**src/rtl/flash_sample_reader_if.sv**
```systemverilog
// Avalon-MM read-only port between flash_sample_reader (master) and the flash controller (slave).
interface flash_sample_reader_if #(
  parameter int ADDR_W = 23,
  parameter int DATA_W = 32
);
  logic              read;
  logic [ADDR_W-1:0] address;
  logic [3:0]        byteenable;
  logic              waitrequest;
  logic [DATA_W-1:0] readdata;
  logic              readdatavalid;

  modport master (
    output read, address, byteenable,
    input  waitrequest, readdata, readdatavalid
  );

  modport slave (
    input  read, address, byteenable,
    output waitrequest, readdata, readdatavalid
  );
endinterface

```
**src/rtl/flash_sample_reader.sv**
```systemverilog
// Fetches one 32-bit flash word per address-counter step and plays it out as two
// 16-bit samples (low half first), one per sample_tick while play is high.
module flash_sample_reader #(
  parameter int ADDR_W = 23,
  parameter int DATA_W = 32
) (
  input  logic                 CLOCK_50,
  input  logic                 reset_n,
  input  logic                 play,
  input  logic                 sample_tick,
  input  logic [ADDR_W-1:0]    address_in,
  output logic                 get_address,
  flash_sample_reader_if.master flash_mem,
  output logic [15:0]          audio_data,
  output logic                 audio_valid
);

  typedef enum logic [2:0] {
    IDLE,
    REQ,
    WAIT_DATA,
    OUT_LO,
    OUT_HI
  } state_t;

  state_t            state_reg;
  logic              read_reg;
  logic [ADDR_W-1:0] address_reg;
  logic [DATA_W-1:0] word_reg;
  logic              get_address_reg;
  logic [15:0]       audio_data_reg;
  logic              audio_valid_reg;

  always_ff @(posedge CLOCK_50 or negedge reset_n) begin
    if (!reset_n) begin
      state_reg       <= IDLE;
      read_reg        <= 1'b0;
      address_reg     <= '0;
      word_reg        <= '0;
      get_address_reg <= 1'b0;
      audio_data_reg  <= '0;
      audio_valid_reg <= 1'b0;
    end else begin
      get_address_reg <= 1'b0;
      audio_valid_reg <= 1'b0;
      case (state_reg)
        IDLE: begin
          if (play) begin
            address_reg <= address_in;
            read_reg    <= 1'b1;
            state_reg   <= REQ;
          end
        end
        // A started read always runs to completion, even if play drops meanwhile.
        REQ: begin
          if (!flash_mem.waitrequest) begin
            read_reg  <= 1'b0;
            state_reg <= WAIT_DATA;
          end
        end
        WAIT_DATA: begin
          if (flash_mem.readdatavalid) begin
            word_reg        <= flash_mem.readdata;
            get_address_reg <= 1'b1;
            state_reg       <= OUT_LO;
          end
        end
        OUT_LO: begin
          if (sample_tick && play) begin
            audio_data_reg  <= word_reg[15:0];
            audio_valid_reg <= 1'b1;
            state_reg       <= OUT_HI;
          end
        end
        OUT_HI: begin
          if (sample_tick && play) begin
            audio_data_reg  <= word_reg[DATA_W-1:16];
            audio_valid_reg <= 1'b1;
            state_reg       <= IDLE;
          end
        end
        default: begin
          state_reg <= IDLE;
        end
      endcase
    end
  end

  assign flash_mem.read       = read_reg;
  assign flash_mem.address    = address_reg;
  assign flash_mem.byteenable = 4'hF;
  assign get_address          = get_address_reg;
  assign audio_data           = audio_data_reg;
  assign audio_valid          = audio_valid_reg;

endmodule

```
**src/flat_wrapper.sv**
```systemverilog
// flat-port wrapper written by rule: the top's interface ports become plain ports
module flash_sample_reader_flat 
#(
  parameter int ADDR_W = 23,
  parameter int DATA_W = 32
)
  (CLOCK_50, reset_n, play, sample_tick, address_in, get_address, audio_data, audio_valid, flash_mem_read, flash_mem_address, flash_mem_byteenable, flash_mem_waitrequest, flash_mem_readdata, flash_mem_readdatavalid);
  flash_sample_reader_if #(.ADDR_W(ADDR_W), .DATA_W(DATA_W)) flash_mem_i ();
  input  logic CLOCK_50;
  input  logic reset_n;
  input  logic play;
  input  logic sample_tick;
  input  logic [ADDR_W-1:0] address_in;
  output logic get_address;
  output logic [15:0] audio_data;
  output logic audio_valid;
  output wire logic [$bits(flash_mem_i.read)-1:0] flash_mem_read;
  output wire logic [$bits(flash_mem_i.address)-1:0] flash_mem_address;
  output wire logic [$bits(flash_mem_i.byteenable)-1:0] flash_mem_byteenable;
  input wire logic [$bits(flash_mem_i.waitrequest)-1:0] flash_mem_waitrequest;
  input wire logic [$bits(flash_mem_i.readdata)-1:0] flash_mem_readdata;
  input wire logic [$bits(flash_mem_i.readdatavalid)-1:0] flash_mem_readdatavalid;
  assign flash_mem_read = flash_mem_i.read;
  assign flash_mem_address = flash_mem_i.address;
  assign flash_mem_byteenable = flash_mem_i.byteenable;
  assign flash_mem_i.waitrequest = flash_mem_waitrequest;
  assign flash_mem_i.readdata = flash_mem_readdata;
  assign flash_mem_i.readdatavalid = flash_mem_readdatavalid;
  flash_sample_reader #(.ADDR_W(ADDR_W), .DATA_W(DATA_W)) u_core (.CLOCK_50(CLOCK_50), .reset_n(reset_n), .play(play), .sample_tick(sample_tick), .address_in(address_in), .get_address(get_address), .flash_mem(flash_mem_i), .audio_data(audio_data), .audio_valid(audio_valid));
endmodule
```
**config.mk**
```make
export PLATFORM = sky130hd
export DESIGN_NAME = flash_sample_reader_flat
export DESIGN_NICKNAME = d
export VERILOG_FILES = /design/src/rtl/flash_sample_reader_if.sv /design/src/rtl/flash_sample_reader.sv /design/src/flat_wrapper.sv
export SDC_FILE = /design/constraint.sdc
export NUM_CORES = 1
export LEC_CHECK = 0
export ABC_AREA = 1
export CAP_MARGIN = 0
export CORE_MARGIN = 1.5
export CORE_UTILIZATION = 35
export CTS_CLUSTER_DIAMETER = 100
export DETAILED_ROUTE_END_ITERATION = 8
export PLACE_DENSITY = 0.71
export SLEW_MARGIN = 15
export SYNTH_ARGS = -nofsm -noshare
export SYNTH_HDL_FRONTEND = slang
export SYNTH_SLANG_ARGS = --single-unit
```
**constraint.sdc**
```tcl
create_clock -name CLOCK_50 -period 1.85 [get_ports CLOCK_50]
set_input_delay 0.185 -clock CLOCK_50 [delete_from_list [all_inputs] [get_ports CLOCK_50]]
set_output_delay 0.185 -clock CLOCK_50 [all_outputs]
set_load 0.02 [all_outputs]
```
==> qor.yml, run 1 <==
sta:
  fin_setup_tns_ns: 0
  grt_setup_unrepaired: "false"
  slew_violations: 0
  fin_crit_sh_pct: 83.0
  fin_crit_ns: 1.53
  setup_viol: 0
  hold_viol: 0
  fmax_ghz: 0.652
  skew_ns: 0.00897
synth:
  yosys.area.top_type_share_pct: 60.0
  synth_warnings: 0
  synth.cell_area_sq_um: 3210
  synth_cell_types: 18
  synthCells: 378
  netlist.top_cell.by_area: "dfrtp_1"
  synth_seq_cells: 77
  yosysSeqAreaShare_pct: 60.0
  yosys-top-cells-area: "dfrtp_1 60%, nand2_1 18%, o21ai_0 6.5%, inv_1 5.3%, buf_2 1.7%"
  synth_area_per_cell_sq_um: 8.50
detailed_routing:
  route.detailed.drc: 15
  drt_first_iter_violations: 133
  wl_per_cell_microns: 11.7
  vias: 2641
  ant_nets: 0
  totalWireLength_microns: 6990
  dr.pass1.iters: 9
  via_per_inst: 4.44
clock_network:
  clockBufferDepth: 2
  root_buffer: "clkbuf_8"
  cts_tree: "done"
  clk_pin_slew_ns: 0.08
  clkSinkCount: 77
  clock_latency_ns: 0.34
  postCtsSetupBuffers: 0
  cts_buffers: 9
  cts_htree_levels: 3
critical_path:
  crit_path_cell_trace: "clkdlybuf4s50_1"
  path_class: "register to primary output"
  crit_buf_inv: 1
  critPathCaptureType: "primary output"
  crit_family: "buffers and inverters"
  crit_start: "u_core.audio_data[0]$_DFFE_PN0P_"
  worst_r2r_path_depth: 6
  rr_endpoint: "u_core.audio_data[15]$_DFFE_PN0P_"
  r2r-start: "u_core.state_reg[1]$_DFFE_PN0P_"
  crit_cells: 1
  critPathMaxFanout: 2
  worstSetupEndpoint: "audio_data[0]"
  cp.required_ns: 1.66
  crit_arrival_ns: 1.35
  max_stage_delay_ns: 0.62
  regToRegSetupSlack_ns: 0.33
  crit_path_top_delay_cell: "clkdlybuf4s50_1"
  cp-start-kind: "register"
power_and_ir_drop:
  power_mw: 7.33
  p_per_area_nw_per_um2: 1610
  p_leak_nw: 2.24
  peakVddDrop_v: 0.000569
final_layout:
  final_cell_mix: "151 x nand2_1, 101 x clkdlybuf4s50_1, 77 x dfrtp_1"
  fillCellCount: 813
  layout-drive-gt1-share_pct: 5.95
  final_common_cell: "nand2_1"
  final_nets: 543
  largest_register_ffs: 32
  area_growth_pct: 42.1
  antennaDiodeCount: 0
global_routing:
  grt_pass1_wl_microns: 11700
  grt_pass1_vias: 2583
  grt_max_degree: 48
  grt_overflow: 0
  grt_util_all_layers_pct: 15.0
  antenna_found_initial: 0
run_status:
  violations: "design-rule violations"
  outcome: "finished with violations"
floorplanning:
  pin_count: 107
  die_y_microns: 98.8
  chipWidth_microns: 98.8
  rows: 34
  start_util_pct: 36.5
  fp.dieArea_sq_um: 9760
  fp.coreArea_sq_um: 8810
placement:
  port-buffer-count: 102
  gp_congestion: 0.766
  dp_hpwl_microns: 5100
worst_hold_path:
  holdCritPathClass: "input pin to async pin"
flow_run:
  drv_cap: 0
## synthesized netlist by cell type (all sizes together)
library cell	n
nand2	152
dfrtp	77
o21ai	49
inv	47
buf	17
nor2	11
a21oi	10
nand3	7
nand4	4
clkbuf	3
conb	1
## metrics by stage
stage | setup slack, ns | util (%) | std cells | cell area (sq um) | hold WS (ns)
final | 0.315 | 51.8 | 595 | 4560 | 0.311
after global routing | 0.0944 | 51.8 | 595 | 4560 | 0.333
after CTS | 0.298 | 51.8 | 595 | 4560 | 0.320
after detailed placement | 0.323 | 49.3 | 578 | 4340 | 0.156
after global placement | 0.371 | 49.3 | 578 | 4340 | 0.147
after floorplan | 0.546 | - | 381 | 3220 | -0.111
## final cells by class
| class | instances | area, sq um | share of cell area, % |
|---|---|---|---|
| timing repair buffer | 110 | 1110 | 24.2 |
| sequential | 77 | 1930 | 42.2 |
| clock inverter | 3 | 42.5 | 0.932 |
| inverter | 47 | 176 | 3.87 |
| clock buffer | 13 | 169 | 3.70 |
| tap | 108 | 135 | 2.96 |
| multi-input combinational | 237 | 1010 | 22.1 |
## per-layer routing
| metal | vias to the layer above | global-route usage [%] | routed length, microns | share of wire (%) |
|---|---|---|---|---|
| met1 | 1190 | 20.3 | 3270 | 47 |
| met5 | - | 0 | 0 | 0 |
| met4 | 0 | 3.63 | 53 | 0.76 |
| met3 | 5 | 5.18 | 605 | 8.7 |
| li1 | 1359 | - | - | - |
| met2 | 87 | 23.4 | 3060 | 44 |
## report_power, final
group          leakage (nW)  internal [mW]  switching, mW
registers             0.952           2.48          0.426
clock network         0.106          0.733          0.587
logic                  1.18           1.40           1.71
## worst reg2reg max path, cell delays in order (launching register included)
cell	delay [ns]
dfrtp_1	0.46
nor2_1	0.21
nand2_4	0.14
inv_2	0.32
nand2_1	0.10
o21ai_0	0.09
a21oi_1	0.08
## repair_timing
item | CTS | global route
endpoints found under the hold margin | 32 | 0
hold buffers | 1 | 0
endpoints found under the setup margin | 0 | 0
resized for setup | 0 | 0
## kinds of logic after synthesis
logic type             after synthesis  synth area share, %
and+or+nand+nor                    174                 21.4
buffers and inverters               67                 8.96
other                                1                0.117
AOI/OAI and AO/OA                   59                 9.54
DFF                                 77                 60.0
## how the worst min path moves through the flow
stage / start / to / depth (start not counted)
final: reset_n / u_core.flash_mem.address[7]$_DFFE_PN0P_ / 2
after global routing: reset_n / u_core.flash_mem.address[7]$_DFFE_PN0P_ / 2
after CTS: reset_n / u_core.flash_mem.address[7]$_DFFE_PN0P_ / 2
after detailed placement: reset_n / u_core.flash_mem.address[7]$_DFFE_PN0P_ / 1
after global placement: reset_n / u_core.flash_mem.address[7]$_DFFE_PN0P_ / 1
after floorplan: reset_n / u_core.audio_data[0]$_DFFE_PN0P_ / 0
No activity file was read; power rests on OpenSTA's default activity.
==> inputs of run 2 (changes only) <==
--- a/config.mk
+++ b/config.mk
@@ -11,7 +11,7 @@
 export CORE_UTILIZATION = 35
 export CTS_CLUSTER_DIAMETER = 100
 export DETAILED_ROUTE_END_ITERATION = 8
-export PLACE_DENSITY = 0.71
+export PLACE_DENSITY = 0.73
 export SLEW_MARGIN = 15
 export SYNTH_ARGS = -nofsm -noshare
 export SYNTH_HDL_FRONTEND = slang
==> constraint.sdc (replaced) <==
create_clock -name CLOCK_50 -period 1.4 [get_ports CLOCK_50]
set_input_delay 0.14 -clock CLOCK_50 [delete_from_list [all_inputs] [get_ports CLOCK_50]]
set_output_delay 0.14 -clock CLOCK_50 [all_outputs]
set_load 0.02 [all_outputs]
==> run 2 against run 1 <==
The run ends with design-rule violations, negative setup slack left. Sequential share of layout area fell by 2.8 points. Total power rose by 38%. First-iteration DRC count fell by 8.3%. Critical path type is now register to register. Critical endpoint is now u_core.audio_data[3]$_DFFE_PN0P_. Largest power group unchanged.
==> qor.yml, run 2 (synthesis results as in run 1) <==
final_layout:
  antennaDiodeCount: 0
  final_nets: 558
  largest_register_ffs: 32
  final_cell_area_sq_um: 4900
  utilization_pct: 55.6
  layout-drive-gt1-share_pct: 14.5
  area_growth_pct: 52.4
  instances_no_fill: 610
  final_cell_mix: "147 x nand2_1, 74 x dfrtp_1, 59 x clkdlybuf4s50_1"
  final_common_cell: "nand2_1"
global_routing:
  grt_pass1_wl_microns: 12100
  grt_pass1_vias: 2681
  grt_overflow: 0
  grt_max_degree: 48
  grt_util_all_layers_pct: 15.8
  antenna_found_initial: 0
critical_path:
  regToRegSetupSlack_ns: -0.002
  critPathCaptureType: "register"
  max_stage_delay_ns: 0.48
  crit_path_top_delay_cell: "dfrtp_2"
  crit_start: "u_core.state_reg[0]$_DFFE_PN0P_"
  path_class: "register to register"
  crit_family: "flip-flops"
  crit_buf_inv: 2
  cp.required_ns: 1.67
  cp-start-kind: "register"
  critPathMaxFanout: 8
  r2r-start: "u_core.state_reg[0]$_DFFE_PN0P_"
  crit_path_cell_trace: "nor2_4 -> nand2_4 -> a21oi_4 -> buf_12 -> clkbuf_16 -> nor2_2 -> a21oi_1"
  crit_arrival_ns: 1.67
detailed_routing:
  dr.pass1.iters: 8
  vias: 2735
  route.detailed.drc: 15
  via_per_inst: 4.48
  wl_per_cell_microns: 12.7
  ant_nets: 0
  drt_first_iter_violations: 122
  totalWireLength_microns: 7720
clock_network:
  clockBufferDepth: 2
  clkSinkCount: 77
  clk_pin_slew_ns: 0.08
  cts_tree: "done"
  clock_latency_ns: 0.34
  root_buffer: "clkbuf_8"
  cts_htree_levels: 3
  cts_buffers: 9
placement:
  gp_congestion: 0.794
  dp_hpwl_microns: 5230
  port-buffer-count: 102
  place_ws_ns: 0.00570
  placedCellCount: 584
  placed_area_sq_um: 4450
floorplanning:
  fp.coreArea_sq_um: 8810
  die_y_microns: 98.8
  chipWidth_microns: 98.8
  fp.dieArea_sq_um: 9760
  pin_count: 107
  rows: 34
  start_util_pct: 36.5
power_and_ir_drop:
  peakVddDrop_v: 0.000867
  combPwrFrac_pct: 43.2
  swShare_pct: 38.9
  p_leak_nw: 2.47
  p_per_area_nw_per_um2: 2060
  clockPowerShare_pct: 18.2
  power_frac_seq_pct: 38.6
  internal-power_mw: 6.17
  p_switching_mw: 3.92
sta:
  fin_crit_ns: 1.40
  setup_ws_ns: -0.00168
  fin_setup_tns_ns: -0.00168
  slew_violations: 0
  setup_viol: 1
  grt_setup_unrepaired: "true"
  fmax_ghz: 0.713
  hold_viol: 0
  skew_ns: 0.00730
  fin_crit_sh_pct: 100
worst_hold_path:
  holdCritPathClass: "input pin to async pin"
flow_run:
  drv_cap: 0
run_status:
  violations: "design-rule violations, negative setup slack"
  outcome: "finished with violations"
run 2: worst paths after layout:
check,end,depth (start not counted)
max,u_core.audio_data[3]$_DFFE_PN0P_,7
min,u_core.audio_data[1]$_DFFE_PN0P_,2
max reg2reg,u_core.audio_data[3]$_DFFE_PN0P_,7
min reg2reg,u_core.word_reg[6]$_DFFE_PN0P_,2
max in group asynchronous,u_core.word_reg[14]$_DFFE_PN0P_,3
min in group CLOCK_50,u_core.word_reg[26]$_DFFE_PN0P_,3
run 2: cell type report:
type	instances	area (sq um)
clock buffers	9	124
clock inverters	7	98.8
fillers	821	3910
inverters	47	179
multi-input cells	237	1110
flip-flops and latches	77	1930
well taps	108	135
repair buffers	125	1320
run 2: power by group through the flow:
stage          Sequential, mW  Clock (mW)  Combinational (mW)
2_1_floorplan            4.48           0                1.70
3_5_place_dp             3.89           0                4.33
6_report                 3.89        1.83                4.37
4_1_cts                  3.82        1.89                3.95
3_3_place_gp             3.85           0                4.21
5_1_grt                  4.03        2.00                4.84
run 2: per-stage QoR:
| step | total power [mW] | hold WS (ns) |
|---|---|---|
| global route | 10.9 | 0.321 |
| floorplan | 6.18 | -0.156 |
| finish | 10.1 | 0.299 |
| global placement | 8.07 | 0.109 |
| detailed placement | 8.22 | 0.120 |
| CTS | 9.67 | 0.301 |
run 2: layer usage:
| metal | wire length (microns) | GRT usage (%) | vias up | share of wire [%] |
|---|---|---|---|---|
| li1 | - | - | 1393 | - |
| met3 | 489 | 3.55 | 11 | 6.3 |
| met2 | 3570 | 26.0 | 90 | 46 |
| met4 | 125 | 6.92 | 0 | 1.6 |
| met1 | 3530 | 20.0 | 1241 | 46 |
| met5 | 0 | 0 | - | 0 |
run 2: worst reg2reg max path, stage by stage, from the launching register on:
cell,delay (ns)
dfrtp_2,0.48
nor2_4,0.16
nand2_4,0.08
a21oi_4,0.17
buf_12,0.14
clkbuf_16,0.16
nor2_2,0.04
a21oi_1,0.10
run 2: timing repair:
item | CTS | global route
endpoints found under the setup margin | 42 | 38
endpoints found under the hold margin | 31 | 0
hold buffers | 1 | 0
pin swaps | 0 | 4
gates resized for setup | 42 | 41
cloned | 0 | 5
buffers inserted | 0 | 4
